$ cat src/rtl/nbyn_pkg.sv
// Shared constants and types for the buffered mesh tile router.
// Input port indices, output direction encoding and flit width helper.
package nbyn_pkg;

  localparam int NPORT = 3;
  localparam int P_L   = 0;
  localparam int P_B   = 1;
  localparam int P_PE  = 2;

  typedef enum logic [1:0] {
    DIR_R  = 2'd0,
    DIR_T  = 2'd1,
    DIR_PE = 2'd2
  } dir_e;

  function automatic int flit_w(input int data_w, input int y_w, input int x_w);
    return data_w + y_w + x_w;
  endfunction

endpackage

$ cat src/rtl/nbyn_fifo.sv
// Small synchronous FIFO with combinational head read and registered status flags.
module nbyn_fifo #(
  parameter  int WIDTH = 8,
  parameter  int DEPTH = 4,
  localparam int AW    = $clog2(DEPTH)
) (
  input  logic             clk,
  input  logic             rst,
  input  logic             wr_en_i,
  input  logic [WIDTH-1:0] wr_data_i,
  input  logic             rd_en_i,
  output logic [WIDTH-1:0] rd_data_o,
  output logic             empty_o,
  output logic             full_o
);

  logic [WIDTH-1:0] mem_q [DEPTH];
  logic [AW-1:0]    wr_ptr_q, rd_ptr_q;
  logic [AW:0]      count_q;
  logic             wr, rd;

  assign empty_o   = (count_q == '0);
  assign full_o    = (count_q == (AW+1)'(DEPTH));
  assign wr        = wr_en_i && !full_o;
  assign rd        = rd_en_i && !empty_o;
  assign rd_data_o = mem_q[rd_ptr_q];

  always_ff @(posedge clk or posedge rst) begin
    if (rst) begin
      wr_ptr_q <= '0;
      rd_ptr_q <= '0;
      count_q  <= '0;
    end else begin
      if (wr) wr_ptr_q <= wr_ptr_q + AW'(1);
      if (rd) rd_ptr_q <= rd_ptr_q + AW'(1);
      case ({wr, rd})
        2'b10:   count_q <= count_q + (AW+1)'(1);
        2'b01:   count_q <= count_q - (AW+1)'(1);
        default: count_q <= count_q;
      endcase
    end
  end

  // Storage needs no reset; the pointers alone define what is valid.
  always_ff @(posedge clk) begin
    if (wr) mem_q[wr_ptr_q] <= wr_data_i;
  end

endmodule

$ cat src/rtl/nbyn_router_buf.sv
// Buffered torus tile switch: per-input FIFOs, per-output round-robin arbiters
// and one-stage output registers between neighbour tiles and the local PE.
module nbyn_router_buf
  import nbyn_pkg::*;
#(
  parameter  int X_COORD    = 0,
  parameter  int Y_COORD    = 0,
  parameter  int X_W        = 4,
  parameter  int Y_W        = 4,
  parameter  int DATA_W     = 32,
  parameter  int FIFO_DEPTH = 4,
  localparam int FLIT_W     = flit_w(DATA_W, Y_W, X_W)
) (
  input  logic              clk,
  input  logic              rst,
  input  logic              i_valid_l,
  input  logic              i_valid_b,
  input  logic              i_valid_pe,
  output logic              o_ready_l,
  output logic              o_ready_b,
  output logic              o_ready_pe,
  input  logic [FLIT_W-1:0] i_data_l,
  input  logic [FLIT_W-1:0] i_data_b,
  input  logic [FLIT_W-1:0] i_data_pe,
  output logic              o_valid_r,
  output logic              o_valid_t,
  output logic              o_valid_pe,
  input  logic              i_ready_r,
  input  logic              i_ready_t,
  input  logic              i_ready_pe,
  output logic [FLIT_W-1:0] o_data_r,
  output logic [FLIT_W-1:0] o_data_t,
  output logic [FLIT_W-1:0] o_data_pe
);

  logic [NPORT-1:0]              in_valid, push, pop, fifo_empty, fifo_full;
  logic [NPORT-1:0][FLIT_W-1:0]  in_data, head;
  dir_e                          route [NPORT];
  logic [NPORT-1:0][NPORT-1:0]   req, gnt;
  logic [NPORT-1:0]              load, out_ready;
  logic [NPORT-1:0]              out_valid_q, out_valid_d;
  logic [NPORT-1:0][FLIT_W-1:0]  out_data_q, out_data_d;
  logic [NPORT-1:0][1:0]         ptr_q, ptr_d;

  assign in_valid       = {i_valid_pe, i_valid_b, i_valid_l};
  assign in_data[P_L]   = i_data_l;
  assign in_data[P_B]   = i_data_b;
  assign in_data[P_PE]  = i_data_pe;
  assign out_ready      = {i_ready_pe, i_ready_t, i_ready_r};
  assign push           = in_valid & ~fifo_full;

  // Ready comes straight from the FIFO count register, never from i_ready_*.
  assign o_ready_l  = ~fifo_full[P_L];
  assign o_ready_b  = ~fifo_full[P_B];
  assign o_ready_pe = ~fifo_full[P_PE];

  for (genvar g = 0; g < NPORT; g++) begin : g_fifo
    nbyn_fifo #(
      .WIDTH(FLIT_W),
      .DEPTH(FIFO_DEPTH)
    ) u_fifo (
      .clk      (clk),
      .rst      (rst),
      .wr_en_i  (push[g]),
      .wr_data_i(in_data[g]),
      .rd_en_i  (pop[g]),
      .rd_data_o(head[g]),
      .empty_o  (fifo_empty[g]),
      .full_o   (fifo_full[g])
    );
  end

  function automatic logic [NPORT-1:0] rr_pick(input logic [NPORT-1:0] r,
                                               input logic [1:0]       ptr);
    logic [NPORT-1:0] g;
    logic [2:0]       idx;
    g = '0;
    // Scan from lowest to highest priority so the highest-priority requester wins last.
    for (int k = NPORT - 1; k >= 0; k--) begin
      idx = {1'b0, ptr} + 3'(k);
      if (idx >= 3'(NPORT)) idx = idx - 3'(NPORT);
      if (r[idx[1:0]]) g = NPORT'(1) << idx[1:0];
    end
    return g;
  endfunction

  function automatic logic [1:0] rr_next(input logic [NPORT-1:0] g);
    if (g[P_L]) return 2'd1;
    if (g[P_B]) return 2'd2;
    return 2'd0;
  endfunction

  // Dimension-order routing; B arrives already aligned in x, so only y decides.
  always_comb begin
    for (int i = 0; i < NPORT; i++) begin
      if ((i != P_B) && (head[i][X_W-1:0] != X_W'(X_COORD)))
        route[i] = DIR_R;
      else if (head[i][X_W +: Y_W] != Y_W'(Y_COORD))
        route[i] = DIR_T;
      else
        route[i] = DIR_PE;
    end
  end

  always_comb begin
    req         = '0;
    gnt         = '0;
    load        = '0;
    pop         = '0;
    out_valid_d = out_valid_q;
    out_data_d  = out_data_q;
    ptr_d       = ptr_q;
    for (int o = 0; o < NPORT; o++) begin
      for (int i = 0; i < NPORT; i++)
        req[o][i] = !fifo_empty[i] && (route[i] == dir_e'(2'(o)));
      gnt[o]  = rr_pick(req[o], ptr_q[o]);
      load[o] = (!out_valid_q[o] || out_ready[o]) && (|req[o]);
      if (out_ready[o]) out_valid_d[o] = 1'b0;
      if (load[o]) begin
        out_valid_d[o] = 1'b1;
        ptr_d[o]       = rr_next(gnt[o]);
        pop            = pop | gnt[o];
        for (int i = 0; i < NPORT; i++)
          if (gnt[o][i]) out_data_d[o] = head[i];
      end
    end
  end

  always_ff @(posedge clk or posedge rst) begin
    if (rst) begin
      out_valid_q <= '0;
      out_data_q  <= '0;
      ptr_q       <= '0;
    end else begin
      out_valid_q <= out_valid_d;
      out_data_q  <= out_data_d;
      ptr_q       <= ptr_d;
    end
  end

  assign o_valid_r  = out_valid_q[DIR_R];
  assign o_valid_t  = out_valid_q[DIR_T];
  assign o_valid_pe = out_valid_q[DIR_PE];
  assign o_data_r   = out_data_q[DIR_R];
  assign o_data_t   = out_data_q[DIR_T];
  assign o_data_pe  = out_data_q[DIR_PE];

endmodule
$ cat config.mk
export PLATFORM = sky130hd
export DESIGN_NAME = nbyn_router_buf
export DESIGN_NICKNAME = d
export VERILOG_FILES = /design/src/rtl/nbyn_pkg.sv /design/src/rtl/nbyn_fifo.sv /design/src/rtl/nbyn_router_buf.sv
export SDC_FILE = /design/constraint.sdc
export NUM_CORES = 1
export LEC_CHECK = 0
export CAP_MARGIN = 5
export CELL_PAD_IN_SITES_DETAIL_PLACEMENT = 0
export CELL_PAD_IN_SITES_GLOBAL_PLACEMENT = 1
export CORE_ASPECT_RATIO = 0.75
export CORE_MARGIN = 5
export CORE_UTILIZATION = 53
export CTS_CLUSTER_SIZE = 24
export DETAILED_ROUTE_END_ITERATION = 8
export PLACE_DENSITY = 0.95
export REMOVE_ABC_BUFFERS = 1
export SYNTH_ARGS = -nofsm -noshare
export SYNTH_HDL_FRONTEND = slang
export SYNTH_SLANG_ARGS = --single-unit
export TNS_END_PERCENT = 30
$ cat constraint.sdc
create_clock -name clk -period 6.9 [get_ports clk]
set_input_delay 0.69 -clock clk [delete_from_list [all_inputs] [get_ports clk]]
set_output_delay 0.69 -clock clk [all_outputs]
set_load 0.02 [all_outputs]
==> results of run 1 <==
==> flip-flops by register name, indices dropped and copies added (netlist names) <==
name and cells:
g_fifo.u_fifo.mem_q 480, o_data_pe 40, o_data_r 40, o_data_t 40
g_fifo.u_fifo.count_q 9, g_fifo.u_fifo.rd_ptr_q 6, g_fifo.u_fifo.wr_ptr_q 6, ptr_q 6
out_valid_q 3
==> final cells by class <==
cell class,instances,area (um2),share of cell area
flip-flops and latches,630,18180,0.5714
clock buffers,77,1592,0.05001
well taps,657,822.0,0.02583
clock inverters,31,265.3,0.008335
multi-input cells,811,8035,0.2525
diodes,5,12.51,0.0003932
inverters,39,151.4,0.004757
repair buffers,282,2763,0.08681
==> worst min-delay path by stage <==
stage	from	slack, ns	end
after global routing	o_data_r[11]$_DFFE_PP0P_	0.52	o_data_r[11]$_DFFE_PP0P_
final	o_data_pe[27]$_DFFE_PP0P_	0.49	o_data_pe[27]$_DFFE_PP0P_
after detailed placement	o_data_pe[27]$_DFFE_PP0P_	0.48	o_data_pe[27]$_DFFE_PP0P_
after floorplan	g_fifo[1].u_fifo.count_q[2]$_DFFE_PP0P_	0.46	g_fifo[1].u_fifo.count_q[2]$_DFFE_PP0P_
after CTS	o_data_pe[27]$_DFFE_PP0P_	0.50	o_data_pe[27]$_DFFE_PP0P_
after global placement	o_data_pe[27]$_DFFE_PP0P_	0.47	o_data_pe[27]$_DFFE_PP0P_
==> cells in the mapped netlist, types with 4 or more instances <==
cell      instances
edfxtp_1        480
dfrtp_1         150
nand2_1         138
o21ai_0         132
mux2i_1         126
mux4_2          120
mux2_2           73
clkbuf_1         53
mux2_1           48
inv_1            39
ha_1             27
and3_1           13
xor2_1           11
buf_2            10
buf_6            10
nor2_1           10
buf_4             9
nand3_1           9
nor4_1            7
or3_1             7
xnor2_1           7
a31oi_1           6
and2_1            5
nand4_1           5
nor3_1            5
o31a_1            4
or4_1             4
==> critical path: cells and delay by family (launching register included) <==
kind,cells,cell delay (ns)
AO/OA/AOI/OAI,4,2.32
buffers and inverters,2,0.86
flip-flops,1,0.74
multiplexers,2,1.02
AND/OR/NAND/NOR,2,0.79
==> layout by cell type (no fill, tap or decap), drive strengths merged, types with 6 or more instances in the layout <==
| cell | count |
|---|---|
| buf | 29 |
| edfxtp | 480 |
| nor4 | 7 |
| o21ai | 132 |
| a31oi | 8 |
| mux4 | 120 |
| clkinv | 26 |
| ha | 27 |
| dfrtp | 150 |
| or3 | 7 |
| mux2 | 121 |
| nor2 | 11 |
| clkbuf | 77 |
| mux2i | 126 |
| and3 | 13 |
| xnor2 | 7 |
| inv | 39 |
| clkdlybuf4s50 | 253 |
| xor2 | 11 |
| nand2 | 138 |
| nand3 | 9 |
| nor3 | 6 |
==> logic make-up (layout without fill, tap and decap cells) <==
kind of cell | count (synthesis) | in the layout
compound gates | 180 | 180
xor+xnor | 18 | 18
fa+ha+maj | 30 | 30
buf+inv | 123 | 429
flops | 630 | 630
mux | 367 | 367
other cells | 0 | 5
simple gates | 216 | 216
==> per-layer routing <==
metal  part of all wire  up-vias
met2               0.47      805
met4              0.023       22
li1                   -     6621
met5             0.0018        -
met3              0.098      125
met1               0.41     8024
==> metrics by stage <==
stage               area (um2)  hold WS, ns  worst slack [ns]
floorplan                26270       0.4555            -1.949
global placement         29950       0.4742             1.189
detailed placement       29950       0.4791             1.056
CTS                      31810       0.4983            0.9710
global route             31820       0.5236            0.7378
finish                   31820       0.4932            0.9879
==> power by group through the flow <==
stage / clock network (mW) / registers [mW] / logic [mW]
after global placement: 0 / 5.89 / 7.55
after global routing: 3.32 / 5.99 / 8.39
after detailed placement: 0 / 5.94 / 7.74
after floorplan: 0 / 6.24 / 4.59
final: 3.11 / 5.87 / 7.83
after CTS: 3.16 / 5.89 / 7.81
==> Flow_metrics.wiki, run 1 <==
{| class="wikitable"
! Metric !! Value
|-
| Status || completed
|-
| Filler instances || 3,371
|-
| Critical path startpoint category || flop
|-
| Number of standard cells in the layout, taps in and fillers out || 2,532
|-
| Post-route clock period utilization || 0.8568
|-
| Share of synthesized area spent on multiplexers || 0.1994
|-
| Fraction of layout cells with a size suffix above 1 || 0.1850
|-
| Synth top area cells || edfxtp_1 (54%), dfrtp_1 (14%), mux4_2 (10%)
|-
| Initial antenna violation count || 15
|-
| Final core utilization || 0.6363
|-
| Total clock buffers created by CTS || 57
|-
| Met1 Usage GRT || 0.3566
|-
| Width of the chip || 269.2 um
|-
| Switching power total || 6.540 mW
|-
| Max Freq || 169.1 MHz
|-
| Setup slack of the most critical reg-to-reg path || 0.99 ns
|-
| Dominant combinational cell family by area after synthesis || multiplexers
|-
| Instance count along the most critical hold path || 1
|-
| Post-detailed-route wirelength per cell || 27.29 um
|-
| Clock Path Buffers || 3
|-
| Num Clock Sinks || 630
|-
| Ys async rst share || 0.2381
|-
| Row cnt || 71
|-
| Yosys reg bits || 630
|-
| Count of yosys warnings during synthesis || 0
|-
| Proportion of total power due to net switching || 0.3890
|-
| Final setup vio count || 0
|-
| Clock tree from TritonCTS || built
|-
| Hold buffer count at CTS || 0
|-
| Global-route wire length before repair || 103.5 mm
|-
| Combinational share of power || 0.466
|-
| Vias in the first global route || 16,110
|-
| Adder-Cell Fraction of Synth Area || 0.01490
|-
| Transition time at the pin with the least slew margin || 1.197 ns
|-
| Fraction of post-synthesis cell area in the top cell type by area || 0.5396
|-
| Resized Gates After CTS || 0
|-
| Avg Vias per Cell || 6.160
|-
| Root Driver || clkbuf_16
|-
| Maximum number of pins on one net before global-route repair || 90
|-
| Critical R2R Launch || g_fifo[2].u_fifo.rd_ptr_q[0]$_DFFE_PP0P_
|-
| Hold Crit Class || flop to flop
|-
| Residual antenna-violating net count after detailed routing || 0
|-
| Clk slew on worst S/H paths || 0.07 ns
|-
| RSZ-0062 raised after global routing || false
|-
| DR iter-0 viols || 1,821
|-
| Worst path slowest cell || o221ai_4
|-
| Number of remaining DRC errors || 0
|-
| Critical Setup Path Class || flop to flop
|-
| Peak-usage layer in the global routing report || met2
|-
| Global routing met3 resource utilization || 0.06138
|-
| Sequential Power Share || 0.349
|-
| Mean instance size in the synthesized netlist || 17.08 um2
|-
| Detailed Routing Iterations Pass 1 || 6
|-
| Flip-flop cell with the highest count after synthesis || edfxtp_1
|-
| Critical-path cell list || buf_4 -> mux4_2 -> or4_1 -> o41a_1 -> a31o_2 -> o221ai_4 -> nor2_2 -> a21boi_4 -> buf_12 -> mux2_1
|-
| Number of failing hold endpoints at the final stage || 0
|-
| HPWL after detailed placement || 43.25 mm
|-
| Min Clock Period, post-route || 5.912 ns
|-
| CP Data Arrival Time || 6.41 ns
|-
| Fin Clk Skew || 0.02943 ns
|-
| Wirelength, routed || 69.10 mm
|-
| Power per cell area || 528.3 nW/um2
|-
| Level count of the clock H-tree || 2
|-
| Worst flop-to-flop path endpoint || o_data_pe[26]$_DFFE_PP0P_
|-
| Cells after synthesis || 1,564
|-
| Length in cells of the worst reg-to-reg path || 10
|-
| Maximum resistive drop on vdd || 401.5 uV
|-
| Die area || 55,030 um2
|-
| Number of enable-type register cells in the synthesized netlist || 480
|-
| Data required, critical path || 7.39 ns
|-
| Total routing resource utilization after global routing || 0.2514
|-
| Synthesized-area fraction occupied by and/or/nand/nor cells || 0.03687
|-
| Worst slew margin relative to its limit || 0.2020
|-
| Cell total after placement || 2,419
|-
| Category of the worst setup path capture point || flop
|-
| Area share of xor/xnor cells in the synthesized design || 0.005902
|-
| Worst path max stage delay || 0.91 ns
|-
| Post-CTS Setup Inserts || 0
|-
| Number of buffers added on ports || 253
|-
| Largest area contributor in the synthesized netlist || edfxtp_1
|-
| Overall power || 16.81 mW
|-
| Max-cap violations || 0
|-
| Crit Path Max Fanout || 24
|-
| Leak Pwr || 11.12 nW
|-
| Worst setup path start || g_fifo[2].u_fifo.rd_ptr_q[0]$_DFFE_PP0P_
|-
| Number of library cell types mapped by synthesis || 64
|-
| Final weighted congestion in routability-driven placement || 0.9444
|-
| Post-layout nets || 1,979
|-
| Area grow syn2layout || 19.14%
|-
| Sequential fraction of the synthesis area || 0.6802
|-
| Post-route setup TNS || 0 ns
|-
| Core footprint || 50,010 um2
|-
| Count of boundary I/O pins || 254
|-
| Grt met2 use || 0.3976
|-
| Netlist area before placement || 26,710 um2
|-
| Max-slew violations || 0
|-
| Effective utilization at floorplan || 0.5341
|-
| Clock network power share || 0.185
|-
| End point of the critical path || o_data_pe[26]$_DFFE_PP0P_
|-
| Internal power consumption || 10.27 mW
|-
| Height of the die || 204.4 um
|-
| Post-synthesis compound-gate area fraction || 0.04094
|-
| Detailed-route via count || 15,600
|-
| Clock network latency to the later pin of the worst-skew pair || 0.63 ns
|-
| Total overflow reported by the global router || 0
|}
Note: power is estimated with default switching activity, not from simulation.
==> run 2: changes to the inputs <==
--- a/config.mk
+++ b/config.mk
@@ -13,8 +13,10 @@
 export CORE_UTILIZATION = 53
 export CTS_CLUSTER_SIZE = 24
 export DETAILED_ROUTE_END_ITERATION = 8
+export GPL_TIMING_DRIVEN = 0
 export PLACE_DENSITY = 0.95
 export REMOVE_ABC_BUFFERS = 1
+export SLEW_MARGIN = 0
 export SYNTH_ARGS = -nofsm -noshare
 export SYNTH_HDL_FRONTEND = slang
 export SYNTH_SLANG_ARGS = --single-unit
==> run 2 against run 1 <==
Compared with the run above:
- largest cell class unchanged
- clock skew down 0.0061 ns
- largest power group unchanged
- critical endpoint is now o_data_pe[21]$_DFFE_PP0P_
- first-iteration DRC count down 0.93%
- via count up 0.78%
- combinational power up 8.6%
- sequential share of layout area down 1.4 points
- power up 5.0%
- the flow now finishes with violations (design-rule violations)
==> Flow_metrics.wiki, run 2 (synthesis gave the netlist of run 1 again) <==
{| class="wikitable"
! Metric !! Value
|-
| Status || finished with violations
|-
| Violated checks || design-rule violations
|-
| RSZ-0062 raised after global routing || false
|-
| Max-cap violations || 0
|-
| Flip-flop count of the largest register, all copies and words added || 480
|-
| Width of the chip || 269.2 um
|-
| Power per cell area || 541.0 nW/um2
|-
| Clock Path Buffers || 3
|-
| Height of the die || 204.4 um
|-
| Crit Path Max Fanout || 31
|-
| Clock network latency to the later pin of the worst-skew pair || 0.62 ns
|-
| DR iter-0 viols || 1,804
|-
| Critical Setup Path Class || flop to flop
|-
| Clock network power share || 0.191
|-
| Most common cell after layout, fill and taps aside || edfxtp_1
|-
| Clk slew on worst S/H paths || 0.07 ns
|-
| Cell total after placement || 2,428
|-
| Worst hold slack || 0.4829 ns
|-
| Maximum resistive drop on vdd || 478.1 uV
|-
| Number of failing hold endpoints at the final stage || 0
|-
| Global-route wire length before repair || 103.3 mm
|-
| Proportion of total power due to net switching || 0.3767
|-
| Internal power consumption || 11.01 mW
|-
| Register with the most flip-flops || g_fifo.u_fifo.mem_q
|-
| Hold Crit Class || flop to flop
|-
| Total clock buffers created by CTS || 58
|-
| Area used by multi-input combinational logic || 8035 um2
|-
| Area of all sequential standard cells || 18,180 um2
|-
| Post-route clock period utilization || 0.8903
|-
| Post-detailed-route wirelength per cell || 27.02 um
|-
| Clock tree from TritonCTS || built
|-
| Level count of the clock H-tree || 2
|-
| Residual antenna-violating net count after detailed routing || 0
|-
| Vias in the first global route || 16,340
|-
| Category of the worst setup path capture point || flop
|-
| Post-route setup TNS || 0 ns
|-
| Number of buffers added on ports || 253
|-
| Number of standard cells in the layout, taps in and fillers out || 2,543
|-
| Worst slew margin relative to its limit || 0.2970
|-
| Hold buffer count at CTS || 0
|-
| Num Clock Sinks || 630
|-
| Final weighted congestion in routability-driven placement || 0.8690
|-
| Detailed Routing Iterations Pass 1 || 9
|-
| Total overflow reported by the global router || 0
|-
| Row cnt || 71
|-
| Combinational share of power || 0.481
|-
| Root Driver || clkbuf_16
|-
| Worst setup path start || g_fifo[0].u_fifo.rd_ptr_q[0]$_DFFE_PP0P_
|-
| Filler instances || 3,248
|-
| Leak Pwr || 11.45 nW
|-
| Effective utilization at floorplan || 0.5341
|-
| Final core utilization || 0.6526
|-
| Transition time at the pin with the least slew margin || 1.045 ns
|-
| Resized Gates After CTS || 0
|-
| Max Freq || 162.8 MHz
|-
| Core footprint || 50,010 um2
|-
| Maximum number of pins on one net before global-route repair || 86
|-
| Number of remaining DRC errors || 1
|-
| Avg Vias per Cell || 6.181
|-
| Area grow syn2layout || 22.19%
|-
| Switching power total || 6.652 mW
|-
| Min Clock Period, post-route || 6.143 ns
|-
| HPWL after detailed placement || 46.15 mm
|-
| Final setup vio count || 0
|-
| Post-CTS Setup Inserts || 0
|-
| Max-slew violations || 0
|-
| Count of boundary I/O pins || 254
|-
| Total routing resource utilization after global routing || 0.2501
|-
| Initial antenna violation count || 12
|-
| Wirelength, routed || 68.72 mm
|-
| Fraction of layout cells with a size suffix above 1 || 0.1946
|-
| Data required, critical path || 7.39 ns
|-
| Critical path startpoint category || flop
|-
| Sequential Power Share || 0.328
|-
| Top library cells by usage in the layout, fill and taps aside || edfxtp_1 (480), clkdlybuf4s50_1 (253), dfrtp_1 (144)
|-
| Post-layout nets || 1,989
|-
| Fin Clk Skew || 0.02338 ns
|-
| CP Data Arrival Time || 6.64 ns
|-
| Detailed-route via count || 15,720
|-
| Die area || 55,030 um2
|-
| Critical R2R Launch || g_fifo[0].u_fifo.rd_ptr_q[0]$_DFFE_PP0P_
|-
| Worst hold start || o_data_pe[5]$_DFFE_PP0P_
|}
## run 2: final timing paths
| check | to | slack (ns) | cells after the start |
|---|---|---|---|
| min in group asynchronous | out_valid_q[1]$_DFFE_PP0P_ | 0.50 | 2 |
| max in group asynchronous | o_data_r[34]$_DFFE_PP0P_ | 5.54 | 3 |
| max reg2reg | o_data_pe[21]$_DFFE_PP0P_ | 0.76 | 13 |
| min reg2reg | o_data_pe[5]$_DFFE_PP0P_ | 0.48 | 1 |
| max | o_data_pe[21]$_DFFE_PP0P_ | 0.76 | 13 |
| min | o_data_pe[5]$_DFFE_PP0P_ | 0.48 | 1 |
## run 2: power groups by stage
| stage | logic, mW | registers, mW | clock network [mW] |
|---|---|---|---|
| 5_1_grt | 9.08 | 5.89 | 3.59 |
| 2_1_floorplan | 4.59 | 6.24 | 0 |
| 4_1_cts | 8.51 | 5.79 | 3.42 |
| 3_3_place_gp | 7.25 | 6.08 | 0 |
| 3_5_place_dp | 8.44 | 5.86 | 0 |
| 6_report | 8.50 | 5.79 | 3.37 |
## run 2: cell type report
class,count,area share
clock inverters,37,0.01231
inverters,39,0.004715
diodes,5,0.0003833
flip-flops and latches,630,0.5571
repair buffers,291,0.1042
clock buffers,73,0.04995
multi-input cells,811,0.2462
well taps,657,0.02519
## run 2: layer usage
layer | GRT usage | part of all wire
met1 | 0.3414 | 0.39
met2 | 0.4057 | 0.48
met3 | 0.06455 | 0.10
met4 | 0.07296 | 0.029
met5 | 0 | 0.0012
## run 2: per-stage QoR
stage	total power, mW	setup WS [ns]	area, um2
2_1_floorplan	10.83	-1.949	26270
3_3_place_gp	13.33	-12.29	29630
3_5_place_dp	14.30	0.8727	30590
4_1_cts	17.73	0.8627	32630
5_1_grt	18.56	0.5627	32630
6_report	17.66	0.7573	32640
## run 2: critical path: stages, from the launching register on
cell      delay, ns
dfrtp_4        0.63
buf_16         0.32
mux4_2         0.65
nor4_1         0.91
nand4_1        0.31
a31o_2         0.39
a31oi_4        0.80
buf_12         0.28
buf_12         0.21
nor2_2         0.08
a21boi_4       0.55
buf_12         0.27
buf_12         0.20
mux2_1         0.34
==> variant (config.mk and constraints of run 1) <==
The parameter `DATA_W` goes from 32 to 36.
--- a/src/rtl/nbyn_router_buf.sv
+++ b/src/rtl/nbyn_router_buf.sv
@@ -9,3 +9,3 @@
   parameter  int Y_W        = 4,
-  parameter  int DATA_W     = 32,
+  parameter  int DATA_W     = 36,
   parameter  int FIFO_DEPTH = 4,
Interface: changed (6 resized); port bits go from 254 to 278. No check against the original RTL was run, so the function may have changed too.
==> variant against run 1 <==
- count of clock-buffer cells in the layout increased by 22
- area after synthesis increased by 11%
- setup slack improved by 0.71 ns
- design area increased by 12%
- wire length increased by 10%
- power increased by 8.6%
- sequential cell count increased by 60
- final cell count increased by 12%
- critical path type unchanged
==> variant: results (changes against run 1) <==
status -> finished clean
Async S/R FF share, synth -> 0.235 (-0.00331)
initial antenna violation count -> 23 (+8)
R2R Setup Slk -> 1.69 ns (+0.71 ns)
Post-CTS Setup Bufs -> 0 (unchanged)
Top reg by flops -> g_fifo.u_fifo.mem_q
sequential-to-total area share from yosys stat -> 0.670 (-0.00970)
slowest stage cell, crit path -> a31oi_4
Yosys cell types -> 63 (-1.6%)
dpl cell area -> 0.0333 sq mm (+11%)
Pre-antenna DRT Iters -> 5 (-1)
clk root buf -> clkbuf_16
first-pass GRT wire length -> 114 mm (+10%)
GPL Wtd Cong -> 0.870 (-7.9%)
CP arrival -> 5.69 ns (-0.72 ns)
Routed WL -> 76.3 mm (+10%)
Final Max Slew Viols -> 0 (unchanged)
clock tree buffer depth -> 3 (unchanged)
CTS Buf Count -> 67 (+18%)
Yosys warning count -> 0 (unchanged)
Post-synth EDFFs -> 528 (+10%)
final non-filler cell total -> 2831 (+12%)
CP Max Fanout -> 47 (+96%)
Worst Hold Class -> flop to flop
initial drt markers -> 1688 (-7.3%)
Leak Pwr -> 12.8 nW (+15%)
Clock Skew -> 0.0357 ns (+0.00629 ns)
largest net degree at the start of global routing -> 114 (+27%)
Internal Power -> 11.4 mW (+11%)
CTS resizes -> 0 (unchanged)
Skew-Pair Late Insertion Delay -> 0.61 ns (-0.02 ns)
Post-Syn Area per Cell -> 16.8 sq um (-1.5%)
Crit path largest cell delay -> 1.03 ns (+0.12 ns)
share of cells above drive strength 1 -> 0.213 (+0.0282)
Max-slew headroom -> 0.190 (-0.0118)
H-tree depth -> 3 (+1)
Final #Nets -> 2208 (+12%)
Max IR drop VDD -> 378 uV (-5.7%)
overall routing resource usage -> 0.248 (-0.00290)
IO buf count -> 277 (+9.5%)
number of flip-flops in the largest register -> 528 (+10%)
Avg Vias per Cell -> 6.01 (-2.5%)
Clock Pin Slew Worst Setup and Hold Paths -> 0.06 ns
final hold slack -> 0.481 ns (-0.0120 ns)
Synth top cells by count -> edfxtp_1, mux2i_1, dfrtp_1
final HPWL from detailed placement -> 47.6 mm (+10%)
synth top area cells -> edfxtp_1, dfrtp_1, mux4_2
vias in the first global route -> 17.7k (+10%)
placed insts -> 2700 (+12%)
==> variant: cell types whose count changed after synthesis, sizes merged, moves of 14 or more <==
cell and change:
edfxtp +48, nor2 +16, mux2 +77, mux2i +58, a21oi +14, buf +16, mux4 -22
==> variant: critical path: cells and delay by family, from the launching register on <==
family,cells,cell delay [ns]
compound gates,4,1.79
buf+inv,1,0.33
flops,1,0.85
mux,2,1.06
simple gates,2,1.04
==> variant: cell type report <==
class                      instances  area, sq um
clock buffer                      99         1970
fill                            3840        20200
sequential                       690        19900
timing repair buffer             296         2940
inverter                          34          135
tap                              731          915
multi-input combinational        949         9330
antenna                            8         20.0
clock inverter                    24          290
==> variant: logic make-up after synthesis <==
group,synth area share
buffers and inverters,0.0197
AND/OR/NAND/NOR,0.0367
XOR/XNOR,0.00531
AO/OA/AOI/OAI,0.0372
flip-flops,0.670
adder cells (fa/ha/maj),0.0138
multiplexers,0.217
==> variant: worst paths after layout <==
path                                         startpoint                      endpoint  cells after the start
min reg2reg                                 o_data_r[0]                   o_data_r[0]                      2
min in group asynchronous                           rst                  o_data_r[36]                      2
max reg2reg                g_fifo[2].u_fifo.rd_ptr_q[0]                  o_data_t[18]                      9
max                        g_fifo[2].u_fifo.rd_ptr_q[0]                  o_data_t[18]                      9
min                                         o_data_r[0]                   o_data_r[0]                      2
max in group asynchronous                           rst  g_fifo[1].u_fifo.rd_ptr_q[0]                      3
==> variant: metal layers <==
layer,GRT usage,wire length (microns),vias to the layer above
met5,0,177,-
met4,0.0587,1580,30
met3,0.0832,7270,133
met2,0.390,35600,720
met1,0.343,31700,8718
li1,-,-,7400
==> variant: power by group through the flow <==
stage	Combinational (mW)	Sequential, mW	Clock (mW)
after floorplan	5.03	6.68	0
after global placement	7.88	6.36	0
after detailed placement	8.08	6.42	0
after CTS	8.16	6.36	3.78
after global routing	8.75	6.46	3.97
final	8.18	6.35	3.74
==> variant: per-stage QoR <==
| step | setup TNS (ns) | setup slack [ns] |
|---|---|---|
| final | 0 | 1.69 |
| after global placement | 0 | 1.75 |
| after global routing | 0 | 1.42 |
| after detailed placement | 0 | 1.75 |
| after CTS | 0 | 1.75 |
| after floorplan | -156.56 | -2.78 |
